## config.mk

```make
export PLATFORM = sky130hd
export DESIGN_NAME = exp7_exibe_sequencia
export DESIGN_NICKNAME = d
export VERILOG_FILES = /design/src/rtl/exp7_exibe_sequencia.sv
export SDC_FILE = /design/constraint.sdc
export NUM_CORES = 1
export LEC_CHECK = 0
export ABC_AREA = 1
export CAP_MARGIN = 20
export CELL_PAD_IN_SITES_DETAIL_PLACEMENT = 1
export CELL_PAD_IN_SITES_GLOBAL_PLACEMENT = 1
export CORE_MARGIN = 2
export CORE_UTILIZATION = 30
export DETAILED_ROUTE_END_ITERATION = 8
export PLACE_DENSITY = 0.69
export REMOVE_ABC_BUFFERS = 1
export SYNTH_ARGS = -nofsm -noshare
export SYNTH_HDL_FRONTEND = slang
export SYNTH_SLANG_ARGS = --single-unit
export TNS_END_PERCENT = 1
```

## constraint.sdc

```tcl
create_clock -name clock -period 1.9 [get_ports clock]
set_input_delay 0.38 -clock clock [delete_from_list [all_inputs] [get_ports clock]]
set_output_delay 0.38 -clock clock [all_outputs]
set_load 0.01 [all_outputs]
```

## src/rtl/exp7_exibe_sequencia.sv

```systemverilog
// Sequence-display unit: walks pattern memory from address 0 up to rodada and lights each entry on the LEDs.
// Optional macro EXIBE_ABORTA_EN adds a synchronous 'aborta' input that cancels a display in progress.
module exp7_exibe_sequencia #(
    parameter int ON_CYCLES  = 1000,
    parameter int OFF_CYCLES = 500
) (
    input  logic       clock,
    input  logic       reset,
    input  logic       iniciar,
    input  logic [3:0] rodada,
    input  logic [3:0] mem_dado,
`ifdef EXIBE_ABORTA_EN
    input  logic       aborta,
`endif
    output logic [3:0] mem_endereco,
    output logic [3:0] leds,
    output logic       ocupado,
    output logic       pronto,
    output logic [3:0] db_estado
);

    typedef enum logic [2:0] {
        OCIOSO  = 3'd0,
        CARREGA = 3'd1,
        ACENDE  = 3'd2,
        APAGA   = 3'd3,
        PROXIMO = 3'd4,
        FIM     = 3'd5
    } estado_t;

    localparam logic [15:0] ON_LAST  = 16'(ON_CYCLES - 1);
    localparam logic [15:0] OFF_LAST = 16'(OFF_CYCLES - 1);

    estado_t     estado;
    estado_t     proximo_estado;
    logic [15:0] timer;
    logic [3:0]  rodada_reg;
    logic        abortar;

`ifdef EXIBE_ABORTA_EN
    assign abortar = aborta;
`else
    assign abortar = 1'b0;
`endif

    // Next-state logic; abort overrides everything, including a start request in ocioso.
    always_comb begin
        proximo_estado = estado;
        case (estado)
            OCIOSO: begin
                if (iniciar) begin
                    proximo_estado = CARREGA;
                end else begin
                    proximo_estado = OCIOSO;
                end
            end
            CARREGA: proximo_estado = ACENDE;
            ACENDE: begin
                if (timer == ON_LAST) begin
                    proximo_estado = APAGA;
                end else begin
                    proximo_estado = ACENDE;
                end
            end
            APAGA: begin
                if (timer != OFF_LAST) begin
                    proximo_estado = APAGA;
                end else if (mem_endereco == rodada_reg) begin
                    proximo_estado = FIM;
                end else begin
                    proximo_estado = PROXIMO;
                end
            end
            PROXIMO: proximo_estado = CARREGA;
            FIM:     proximo_estado = OCIOSO;
            default: proximo_estado = OCIOSO;
        endcase
        if (abortar) begin
            proximo_estado = OCIOSO;
        end else begin
            proximo_estado = proximo_estado;
        end
    end

    // State, timer and registered outputs; outputs are derived from the upcoming state.
    always_ff @(posedge clock or posedge reset) begin
        if (reset) begin
            estado       <= OCIOSO;
            timer        <= 16'd0;
            rodada_reg   <= 4'd0;
            mem_endereco <= 4'd0;
            leds         <= 4'd0;
            ocupado      <= 1'b0;
            pronto       <= 1'b0;
        end else begin
            estado  <= proximo_estado;
            timer   <= (proximo_estado != estado) ? 16'd0 : timer + 16'd1;
            ocupado <= (proximo_estado == CARREGA) || (proximo_estado == ACENDE) ||
                       (proximo_estado == APAGA)   || (proximo_estado == PROXIMO);
            pronto  <= (proximo_estado == FIM);

            // ACENDE is only entered from CARREGA, when the memory data is valid.
            if (proximo_estado == ACENDE) begin
                if (estado != ACENDE) begin
                    leds <= mem_dado;
                end
            end else begin
                leds <= 4'd0;
            end

            if (estado == OCIOSO && proximo_estado == CARREGA) begin
                rodada_reg   <= rodada;
                mem_endereco <= 4'd0;
            end else if (estado == PROXIMO && proximo_estado == CARREGA) begin
                mem_endereco <= mem_endereco + 4'd1;
            end
        end
    end

    // Debug code for the 7-segment display; unknown encodings show as F.
    always_comb begin
        case (estado)
            OCIOSO:  db_estado = 4'h0;
            CARREGA: db_estado = 4'h1;
            ACENDE:  db_estado = 4'h2;
            APAGA:   db_estado = 4'h3;
            PROXIMO: db_estado = 4'h4;
            FIM:     db_estado = 4'h5;
            default: db_estado = 4'hF;
        endcase
    end

endmodule

```

Word-level counts from Yosys, hierarchy flattened
Index checks and enable logic that the tools add are counted.
{"block": "totals", "register_bits": 33, "elab_cells": 43}
{"block": "op_classes", "add_sub_neg": 2, "eq_ne": 16, "muxes": 11, "reduce_logical": 7}
{"op": "one-hot mux 4 bit (6 select lines)", "count": 1}
{"op": "adder 16 x 1 -> 16 bit, second input constant", "count": 1}
{"op": "== test 16 x 10 -> 1 bit, second input constant", "count": 1}
{"op": "2-to-1 mux 16 bit", "count": 1}
{"op": "2-to-1 mux 4 bit", "count": 4}
{"op": "inequality test 16 x 9 -> 1 bit, second input constant", "count": 1}
{"op": "one-hot mux 3 bit (5 select lines)", "count": 1}
{"op": "== test 3 x 2 -> 1 bit, second input constant", "count": 4}
{"op": "== test 3 bit, second input constant", "count": 4}
{"op": "== test 3 x 1 -> 1 bit, second input constant", "count": 2}
{"op": "adder 4 x 1 -> 4 bit, second input constant", "count": 1}
{"op": "== test 4 bit", "count": 1}
{"op": "zero test 3 bit", "count": 1}
{"op": "logical OR 1 bit", "count": 3}
{"op": "2-to-1 mux 1 bit", "count": 3}
{"op": "2-to-1 mux 3 bit", "count": 1}
{"op": "inequality test 3 x 2 -> 1 bit, second input constant", "count": 1}
{"op": "inequality test 3 bit", "count": 1}
{"op": "logical AND 1 bit", "count": 2}
{"op": "inequality test 2 x 1 -> 1 bit, second input constant", "count": 1}
{"op": "nonzero test 2 bit", "count": 1}

Longest topological paths before layout
Gate-level depths: netlist of run 1.
{"block": "depth", "ltp_word": 8, "ltp_mapped": 11, "mapped_depth_nobuf": 10}

Worst setup path before layout of run 1
OpenSTA, ideal clock, no wires.
{"block": "synth_path", "path_type": "reg2reg", "startpoint": "register timer[0]", "endpoint": "register timer[5]", "arrival_ps": 1333, "path_slack_ps": 444, "stages_incl_launch_ff": 12, "n_path_buf": 1, "synth_period_minus_slack_ps": 1456, "cell_sequence": "dfrtp_1 -> ha_1 -> nand2_1 -> nor2_1 -> nand2_1 -> nor2_1 -> nand2_1 -> nand2_2 -> o21ai_2 -> nand2_4 -> buf_8 -> nor2_2"}
{"block": "synth_via", "elab_chain_len": 5, "elab_cells_between_ends": 8, "classes_between": "add/sub (1); eq/ne (3); mux (4)"}
{"element": "start, declared", "line": "36", "rtl": "logic [15:0] timer;"}
{"element": "start signal, assigned", "line": "97", "rtl": "timer <= (proximo_estado != estado) ? 16'd0 : timer + 16'd1;"}
{"element": "inequality test 16 x 9 -> 1 bit or == test 16 x 10 -> 1 bit (tied branches)", "line": "66, 59"}
{"element": "2-to-1 mux 3 bit or 2-to-1 mux 1 bit (tied branches)", "line": "66, 59"}
{"element": "one-hot mux 3 bit (5 select lines)", "line": "49", "rtl": "case (estado)"}
{"element": "inequality test 3 bit", "line": "97"}
{"element": "2-to-1 mux 16 bit *", "line": "97"}
Mark *: on every way between the ends. The rest lies on a longest branch, timed or not.
A chain may end at the register's enable or synchronous reset.

Worst setup path after layout of run 1
{"block": "layout_path", "startpoint": "register estado[1]", "endpoint": "output port db_estado[3]"}
{"block": "layout_via", "elab_chain_len": 2, "elab_cells_between_ends": 7, "classes_between": "eq/ne (5); mux (1); reduce/logical (1)"}
{"element": "start, declared", "line": "34", "rtl": "estado_t estado;"}
{"element": "start signal, assigned", "line": "96", "rtl": "estado <= proximo_estado;"}
{"element": "== test 3 bit (tied with other cells)", "line": "122", "rtl": "case (estado)"}
{"element": "one-hot mux 4 bit (6 select lines) *", "line": "122"}
{"element": "end, declared", "line": "19", "rtl": "output logic [3:0] db_estado"}
Marked as above.

==> impl_results.md, run 1 <==
* Combinational power share at under 10%
* Commonest non-fill, non-tap cell in the layout: nand2_1
* Die Y at 81.8 um
* H-tree depth at 2
* Largest net degree at the start of global routing at 34
* Max IR drop VDD at roughly 0.30 mV
* Gr ovfl total at 0
* First-pass GRT wire length at a little under 7000 um
* HPWL after DPL at just over 3000 um
* Max FO, Critical Path at 7
* Initial Utilization at 30.8%
* Clk pwr share at ~44%
* CTS Buf Count at 5
* FP Rows at 28
* Via density at 4.46
* Non-filler cells, final at between 300 and 400
* Slowest cell on crit path: clkdlybuf4s50_1
* CTS tree: built
* Slew at the pin with the worst max-slew slack at between 0.4 and 0.5 ns
* Syn_area_per_cell at 7.89 um^2
* Leakage power at 1.10 nW
* IO buf count at 24
* Flop pwr share at roughly 52%
* Yosys top cell by area: dfrtp_1
* Min-Delay Startpoint: timer[0]
* Max Root-Sink Buffers at 2
* Gpl congestion at between 0.7 and 0.8
* Layout Area Growth over Synthesis at 23.7%
* Predominant post-synthesis flop cell: dfrtp_1
* Initial drt markers at 55
* Die width at roughly 82 um
* Core ar. at 0.00589 mm^2
* Setup Viol. Count Final at 0
* Yosys reg bits at 33
* DRC Markers at 0
* Number of hold buffers added after cts at 0
* Tmin final at 1.72 ns
* Rel. slew slack at between 60 and 70%
* Antenna violations before repair at 0
* Clock Sinks at 33
* CP peak stage delay at approximately 0.52 ns
* Root buf cell: clkbuf_8
* Post-synth EDFFs at 0
* Fin area at 0.00224 mm^2
* Pwr dens at 607 mW/mm^2
* Setup TNS at 0 ns
* WL/cell at ~12 um
* Post-route clock period utilization at about nine tenths
* Nets at around 270
* Placement Setup Slack at between 0.2 and 0.25 ns
* Dpl cells at 328
* Number of global-route vias before repair at about 1500
* Post-CTS setup buffer count at 0
* Inserted Diodes at 0
* Ys Warns at 0
* DR vias at between 1000 and 1500
* Critical Path End Type: output port
* Top post-synthesis cells by area: dfrtp_1, nand2_1, inv_1, nor2_1, nor2_2
* Placed cell areas at around 0.0021 mm^2
* Net Sw Frac at 21.8%
* RSZ-0062 raised after global routing: false
* Hold Crit Class: flop to flop
* Sw power at between 200 and 300 uW
* Layout cell share with drive strength beyond 1 at 16.1%
* Mapped Area at about 0.0018 mm^2
* Tot GR Track Use at between 10% and 20%
* Clk_lat worst skew at between 0.2 and 0.3 ns
* Post-DRT Antenna Nets at 0
* Worst Clk Skew at 0.00644 ns
* Flip-flop count of the largest register after layout at 16
* Crit path kind: flop to output port
* Boundary pin count at 25
* WHS at between 0.4 and 0.5 ns
* Max_cap viols at 0
* Final Slew Violations at 0
* Register area share after synthesis at 45.5%
* Die Area at 0.00669 mm^2
* Clk slew on worst S/H paths at 0.07 ns
* Drt pass-1 iters at 4
* Status: finished, final reports clean
* Cells after Synth at 230
* CP startpoint: estado[1]
* Routed wire length at ~4000 um
* Final WS setup at roughly 0.18 ns
* Unique masters post-synth at 27
* P_int at ~1.1 mW
* CP Cell Sequence: nand2_1, inv_1, clkdlybuf4s50_1
* Reg with most FFs: timer
* Synth top area share at ~46%
* Req. time, crit path at 1.52 ns
* Fraction of registers with async set/reset at between 90% and 100%
* Fmax at between 0.5 and 0.6 GHz
* CP startpoint kind: flop
* Final hold violation count at 0
* CP arrival at about 1.3 ns
* RR Startpoint: timer[0]
* Most frequent cells in the layout: nand2_1, inv_1, nor2_1, dfrtp_1, clkdlybuf4s50_1
==> cells by family (layout without fill, tap and decap cells) <==
| family | after synthesis | count (layout) | synth area share (%) |
|---|---|---|---|
| and+or+nand+nor | 118 | 118 | 29.2 |
| buffers and inverters | 43 | 74 | 9.93 |
| DFF | 33 | 33 | 45.5 |
| AOI/OAI and AO/OA | 21 | 21 | 7.10 |
| xor gates and xnor gates | 9 | 9 | 4.34 |
| muxes | 4 | 4 | 2.48 |
| adders and majority gates | 2 | 2 | 1.38 |
==> power by group through the flow <==
| stage | logic (mW) | clock network [mW] | registers, mW |
|---|---|---|---|
| after global placement | 0.0574 | 0 | 0.722 |
| after floorplan | 0.0175 | 0 | 0.724 |
| after global routing | 0.0629 | 0.655 | 0.709 |
| after CTS | 0.0586 | 0.617 | 0.708 |
| final | 0.0561 | 0.598 | 0.708 |
| after detailed placement | 0.0585 | 0 | 0.722 |
==> per-layer routing <==
layer / up-vias / GRT usage, % / share of wire, %
met5: - / 0 / 0
met4: 0 / 5.50 / 1.9
met3: 6 / 2.75 / 2.6
met2: 18 / 21.8 / 46
met1: 714 / 18.3 / 49
li1: 761 / - / -
==> Yosys cell counts, types with 3 or more instances <==
| cell type | instances |
|---|---|
| a21oi_1 | 5 |
| dfrtp_1 | 33 |
| inv_1 | 37 |
| mux2_2 | 4 |
| nand2_1 | 51 |
| nand2_2 | 3 |
| nand3_1 | 7 |
| nor2_1 | 31 |
| nor2_2 | 15 |
| nor3_1 | 5 |
| o21ai_0 | 9 |
| o22ai_1 | 3 |
| xnor2_1 | 4 |
| xor2_1 | 5 |
==> per-stage QoR <==
stage               total power, mW  util (%)
floorplan                     0.742         -
global placement              0.779      36.3
detailed placement            0.781      36.3
CTS                            1.38      38.1
global route                   1.43      38.1
finish                         1.36      38.1
==> critical path, delay by kind of cell (launching register included) <==
| kind | cells | cell delay [ns] |
|---|---|---|
| buffers and inverters | 2 | 0.57 |
| flip-flops | 1 | 0.42 |
| AND/OR/NAND/NOR | 1 | 0.06 |
==> cell type report <==
type | count | area (um^2)
clock buffers | 7 | 96.3
fillers | 742 | 3640
clock inverters | 1 | 5.00
multi-input cells | 154 | 808
repair buffers | 27 | 265
well taps | 75 | 93.8
flip-flops and latches | 33 | 828
inverters | 39 | 146
==> worst paths after layout <==
check                                  endpoint  cells after the start  slack [ns]
min in group asynchronous       mem_endereco[0]                      3        0.49
worst max register to register         timer[2]                     10        0.26
max in group asynchronous             estado[0]                      3        1.05
worst min-delay path                   timer[0]                      1        0.46
worst min register to register         timer[0]                      1        0.46
worst max-delay path               db_estado[3]                      3        0.18
==> timing repair <==
item	in CTS	in global routing
gates resized for setup	2	1
endpoints found under the setup margin	1	1
cloned	0	0
pin swaps	0	0
Power figures use the tool's default switching activity.
==> run 2: changes to the inputs <==
--- a/config.mk
+++ b/config.mk
@@ -6,6 +6,7 @@
 export NUM_CORES = 1
 export LEC_CHECK = 0
 export ABC_AREA = 1
+export ABC_CLOCK_PERIOD_IN_PS = 1900
 export CAP_MARGIN = 20
 export CELL_PAD_IN_SITES_DETAIL_PLACEMENT = 1
 export CELL_PAD_IN_SITES_GLOBAL_PLACEMENT = 1
@@ -13,6 +14,7 @@
 export CORE_UTILIZATION = 30
 export DETAILED_ROUTE_END_ITERATION = 8
 export PLACE_DENSITY = 0.69
+export RECOVER_POWER = 100
 export REMOVE_ABC_BUFFERS = 1
 export SYNTH_ARGS = -nofsm -noshare
 export SYNTH_HDL_FRONTEND = slang
==> run 2 against run 1 <==
Final cell count unchanged. Total power decreased by 0.57%. Sequential cell count unchanged. Largest cell class unchanged. Highest routed layer unchanged.
==> impl_results.md, run 2 (same netlist as run 1, synthesis figures left out) <==
* Sw power at 292 uW (-1.7%)
* Die Area at 0.00669 mm^2 (unchanged)
* Rel. slew slack at 41.7% (-28 points)
* Placement Setup Slack at 0.218 ns (unchanged)
* Largest net degree at the start of global routing at 34 (unchanged)
* RR Startpoint: timer[0]
* Inserted Diodes at 0 (unchanged)
* Layout Area Growth over Synthesis at 21.9%
* Most frequent cells in the layout: nand2_1, inv_1, nor2_1
* P_int at 1.06 mW (-0.26%)
* Status: finished, final reports clean
* Setup TNS at 0 ns (unchanged)
* Clock Sinks at 33 (unchanged)
* Setup Viol. Count Final at 0 (unchanged)
* Number of hold buffers added after cts at 0 (unchanged)
* Boundary pin count at 25 (unchanged)
* WL/cell at 12.0 um (about the same)
* Tmin final at 1.76 ns (+0.0426 ns)
* Die Y at 81.8 um (unchanged)
* CP startpoint kind: flop
* Combinational power share at 3.9% (-0.2 points)
* Crit path kind: flop to output port
* Core ar. at 0.00589 mm^2 (unchanged)
* Req. time, crit path at 1.52 ns (about the same)
* Min-Delay Startpoint: timer[0]
* IO buf count at 24 (unchanged)
* First-pass GRT wire length at 6940 um (unchanged)
* Min-Delay Endpoint: timer[0]
* Gr ovfl total at 0 (unchanged)
* Max_cap viols at 0 (unchanged)
* Reg with most FFs: timer
* CTS tree: built
* Nets at 273 (unchanged)
* Placed cell areas at 0.00214 mm^2 (unchanged)
* Antenna violations before repair at 0 (unchanged)
* Max FO, Critical Path at 7 (unchanged)
* FP Rows at 28 (unchanged)
* Slack of the worst reg-to-reg path at 0.27 ns (about the same)
* Commonest non-fill, non-tap cell in the layout: nand2_1
* HPWL after DPL at 3070 um (unchanged)
* Pwr dens at 612 mW/mm^2 (+0.84%)
* Post-route clock period utilization at 92.8% (+2.2 points)
* Net Sw Frac at 21.5% (-0.24 points)
* Clk_lat worst skew at 0.28 ns (about the same)
* Worst Clk Skew at 0.00515 ns (-0.00130 ns)
* Final Slew Violations at 0 (unchanged)
* Final hold violation count at 0 (unchanged)
* Fmax at 0.567 GHz (-2.4%)
* Via density at 4.45 (-0.27%)
* DR vias at 1495 (-0.27%)
* H-tree depth at 2 (unchanged)
* Initial drt markers at 34 (-38%)
* Max Root-Sink Buffers at 2 (unchanged)
* Initial Utilization at 30.8% (unchanged)
* RSZ-0062 raised after global routing: false
* WHS at 0.462 ns (+0.0000640 ns)
* Post-CTS setup buffer count at 0 (unchanged)
* Worst R2R Path Depth at 10 (unchanged)
* Final core utilization at 37.6% (-0.53 points)
* Critical Path End Type: output port
* Layout cell share with drive strength beyond 1 at 13.0% (-3.1 points)
* Clk slew on worst S/H paths at 0.07 ns (about the same)
* CTS Buf Count at 5 (unchanged)
* Post-DRT Antenna Nets at 0 (unchanged)
* Flip-flop count of the largest register after layout at 16 (unchanged)
* Max IR drop VDD at 0.302 mV (-0.30%)
* Drt pass-1 iters at 4 (unchanged)
* Leakage power at 1.07 nW (-3.0%)
* CP arrival at 1.38 ns (+0.04 ns)
* Flop pwr share at 52.3% (+0.3 points)
* RR Endpoint: timer[4]
* Root buf cell: clkbuf_8
* Clk pwr share at 43.8% (about the same)
* DRC Markers at 0 (unchanged)
* Final WS setup at 0.137 ns (-0.0426 ns)
* Worst hold path depth at 1 (unchanged)
* Number of global-route vias before repair at 1494 (unchanged)
* Die width at 81.8 um (unchanged)
* Fin area at 0.00221 mm^2 (-1.4%)
* Routed wire length at 4020 um (about the same)
* Slew at the pin with the worst max-slew slack at 0.874 ns (+0.423 ns)
* Tot GR Track Use at 13.7% (unchanged)
* Gpl congestion at 0.765 (unchanged)
* Hold Crit Class: flop to flop
run 2: how the worst max path moves through the flow:
| stage | startpoint | to | slack, ns | cells past startpoint |
|---|---|---|---|---|
| after global placement | iniciar | rodada_reg[3] | 0.20 | 6 |
| after detailed placement | iniciar | rodada_reg[2] | 0.22 | 6 |
| after floorplan | timer[0] | timer[12] | 0.45 | 9 |
| after global routing | estado[1] | db_estado[3] | 0.07 | 3 |
| after CTS | estado[2] | db_estado[0] | 0.03 | 3 |
| final | estado[1] | db_estado[3] | 0.14 | 3 |
run 2: layout make-up:
| class | instances | area (um^2) |
|---|---|---|
| fill | 748 | 3670 |
| sequential | 33 | 827 |
| multi-input combinational | 154 | 793 |
| timing repair buffer | 27 | 250 |
| inverter | 39 | 146 |
| clock buffer | 7 | 96.3 |
| tap | 75 | 93.8 |
| clock inverter | 1 | 5.00 |
run 2: repair_timing:
item / 4_1_cts / 5_1_grt
endpoints found under the setup margin: 1 / 1
resized for setup: 2 / 1
pin swaps: 0 / 0
run 2: metrics by stage:
| step | instances | total power [mW] |
|---|---|---|
| 2_1_floorplan | 226 | 0.742 |
| 3_3_place_gp | 328 | 0.779 |
| 3_5_place_dp | 328 | 0.781 |
| 4_1_cts | 336 | 1.38 |
| 5_1_grt | 336 | 1.42 |
| 6_report | 336 | 1.35 |
run 2: critical path: stages, from the launching register on:
cell             delay [ns]
dfrtp_1                0.45
nand2_1                0.07
inv_1                  0.05
clkdlybuf4s50_1        0.52
run 2: power by group through the flow:
stage	clock [mW]	combinational, mW	sequential (mW)
4_1_cts	0.617	0.0586	0.708
5_1_grt	0.655	0.0601	0.708
3_3_place_gp	0	0.0574	0.722
2_1_floorplan	0	0.0175	0.724
6_report	0.593	0.0534	0.708
3_5_place_dp	0	0.0585	0.722
run 2: routing by layer:
layer | vias up | GRT usage, % | wire length (um) | part of all wire, %
li1 | 762 | - | - | -
met1 | 710 | 18.3 | 1970 | 49
met2 | 18 | 21.8 | 1870 | 47
met3 | 5 | 2.75 | 108 | 2.7
met4 | 0 | 5.50 | 75 | 1.9
met5 | - | 0 | 0 | 0
==> run 3: changes to the inputs <==
--- a/config.mk
+++ b/config.mk
@@ -10,7 +10,6 @@
 export CAP_MARGIN = 20
 export CELL_PAD_IN_SITES_DETAIL_PLACEMENT = 1
 export CELL_PAD_IN_SITES_GLOBAL_PLACEMENT = 1
-export CORE_MARGIN = 2
 export CORE_UTILIZATION = 30
 export DETAILED_ROUTE_END_ITERATION = 8
 export PLACE_DENSITY = 0.69
==> run 3 against run 2 <==
Final area is 0.85% higher. Hold slack hardly changed. Wire length is 8.7% higher. Global-route usage is 1.7 points higher. Critical path type unchanged.
==> impl_results.md, run 3 (same netlist as run 1, synthesis figures left out) <==
* Critical Path End Type: output port
* Initial drt markers at 33 (-2.9%)
* Fmax at 0.567 GHz (about the same)
* Clk_lat worst skew at 0.29 ns (about the same)
* IO buf count at 24 (unchanged)
* WP depth at 1 (-2)
* Tmin final at 1.76 ns (+0.00129 ns)
* Max Root-Sink Buffers at 2 (unchanged)
* Number of hold buffers added after cts at 0 (unchanged)
* Setup TNS at 0 ns (unchanged)
* Slack of the worst reg-to-reg path at 0.25 ns (-0.02 ns)
* CP top delay family: buffers and inverters
* Nets at 277 (+1.5%)
* CTS Buf Count at 5 (unchanged)
* CP startpoint: mem_endereco[0]
* Post-route clock period utilization at 92.8% (about the same)
* DRC Markers at 0 (unchanged)
* Inserted Diodes at 0 (unchanged)
* Initial Utilization at 32.0% (+1.1 points)
* Pwr dens at 581 mW/mm^2 (-5.1%)
* Worst R2R Path Depth at 10 (unchanged)
* RR Endpoint: timer[15]
* Max_cap viols at 0 (unchanged)
* Max FO, Critical Path at 6 (-1)
* Layout cell share with drive strength beyond 1 at 14.3% (+1.3 points)
* Slowest cell on crit path: dlygate4sd3_1
* CP startpoint kind: flop
* Largest net degree at the start of global routing at 34 (unchanged)
* Status: finished, final reports clean
* Worst Clk Skew at 0.00770 ns (+0.00255 ns)
* Clock Sinks at 33 (unchanged)
* Core ar. at 0.00568 mm^2 (-3.6%)
* Die Y at 79.8 um (-2.4%)
* Slew at the pin with the worst max-slew slack at 0.865 ns (-0.00889 ns)
* Drt pass-1 iters at 4 (unchanged)
* Boundary pin count at 25 (unchanged)
* Via density at 4.60 (+3.4%)
* Hold Crit Class: flop to flop
* CP peak stage delay at 0.64 ns (+0.12 ns)
* Flip-flop count of the largest register after layout at 16 (unchanged)
* H-tree depth at 2 (unchanged)
* Post-DRT Antenna Nets at 0 (unchanged)
* CTS tree: built
* Crit path kind: flop to output port
* Tot GR Track Use at 15.4% (+1.7 points)
* End of the critical path: mem_endereco[0]
* Final hold violation count at 0 (unchanged)
* Max IR drop VDD at 0.283 mV (-6.3%)
* Leakage power at 1.09 nW (+2.4%)
* Die width at 79.8 um (-2.4%)
* Number of global-route vias before repair at 1616 (+8.2%)
* HPWL after DPL at 3040 um (-1.1%)
* Fin area at 0.00223 mm^2 (+0.85%)
* Layout Area Growth over Synthesis at 23.0%
* Final Slew Violations at 0 (unchanged)
* Pwr Total at 1.30 mW (-4.3%)
* FP Rows at 27 (-3.6%)
* Root buf cell: clkbuf_8
* Setup Viol. Count Final at 0 (unchanged)
* Rel. slew slack at 42.3% (+0.59 points)
* Routed wire length at 4380 um (+8.7%)
* RR Startpoint: timer[0]
* First-pass GRT wire length at 7460 um (+7.4%)
* Req. time, crit path at 1.52 ns (about the same)
* RSZ-0062 raised after global routing: false
* CP arrival at 1.38 ns (about the same)
* Clk slew on worst S/H paths at 0.08 ns (about the same)
* Gpl congestion at 0.747 (-2.4%)
* DR vias at 1551 (+3.7%)
* Gr ovfl total at 0 (unchanged)
* CP bufs+invs at 1 (-1)
* WL/cell at 13.0 um (+8.4%)
* Reg with most FFs: timer
* Antenna violations before repair at 0 (unchanged)
* Filler Cells Inserted at 705 (-5.7%)
* Placed cell areas at 0.00213 mm^2 (-0.18%)
* Most frequent cells in the layout: nand2_1, nor2_1, inv_1
* Commonest non-fill, non-tap cell in the layout: nand2_1
* Die Area at 0.00636 mm^2 (-4.8%)
* CP Cell Sequence: dlygate4sd3_1
* WHS at 0.462 ns (+0.0000530 ns)
[run 3: cell count changes in the layout (fill, tap and decap cells not counted), sizes merged]
| cell | before | now |
|---|---|---|
| dlymetal6s2s | 0 | 1 |
| clkinvlp | 0 | 1 |
| clkdlybuf4s25 | 0 | 1 |
| dlygate4sd3 | 13 | 12 |
| clkinv | 1 | 2 |
| clkbuf | 10 | 7 |
| buf | 1 | 5 |
[run 3: layout make-up]
| cell class | count | area (um^2) | share of cell area [%] |
|---|---|---|---|
| sequential | 33 | 828 | 37.1 |
| multi-input combinational | 154 | 791 | 35.4 |
| timing repair buffer | 31 | 289 | 13.0 |
| inverter | 39 | 146 | 6.56 |
| tap | 72 | 90.1 | 4.04 |
| clock buffer | 5 | 68.8 | 3.08 |
| clock inverter | 3 | 17.5 | 0.785 |
[run 3: worst min-delay path by stage]
stage	cells past startpoint	from	end
6_report	1	timer[0]	timer[0]
5_1_grt	1	timer[0]	timer[0]
4_1_cts	1	timer[0]	timer[0]
3_5_place_dp	1	timer[0]	timer[0]
3_3_place_gp	1	timer[0]	timer[0]
2_1_floorplan	1	timer[0]	timer[0]
[run 3: power by group]
group | internal (mW) | switching, mW | total (mW)
Clock | 0.253 | 0.283 | 0.536
Combinational | 0.0285 | 0.0240 | 0.0524
Sequential | 0.706 | 0.00166 | 0.708
[run 3: timing repair]
| action | in CTS | in global routing |
|---|---|---|
| cloned | 0 | 0 |
| setup buffers | 0 | 4 |
| gates resized for setup | 3 | 2 |
| endpoints found under the setup margin | 2 | 2 |
[run 3: per-stage QoR]
stage,util (%),cells,worst slack (ns)
5_1_grt,39.3,337,0.0745
3_5_place_dp,37.6,325,0.204
3_3_place_gp,37.6,325,0.236
4_1_cts,39.2,333,0.00464
6_report,39.3,337,0.136
2_1_floorplan,-,226,0.448
[run 3: per-layer routing]
layer | vias up | global-route usage [%] | routed length, um
li1 | 765 | - | -
met1 | 758 | 17.9 | 1950
met2 | 22 | 26.8 | 2210
met3 | 6 | 3.77 | 137
met4 | 0 | 6.61 | 78
met5 | - | 0 | 0
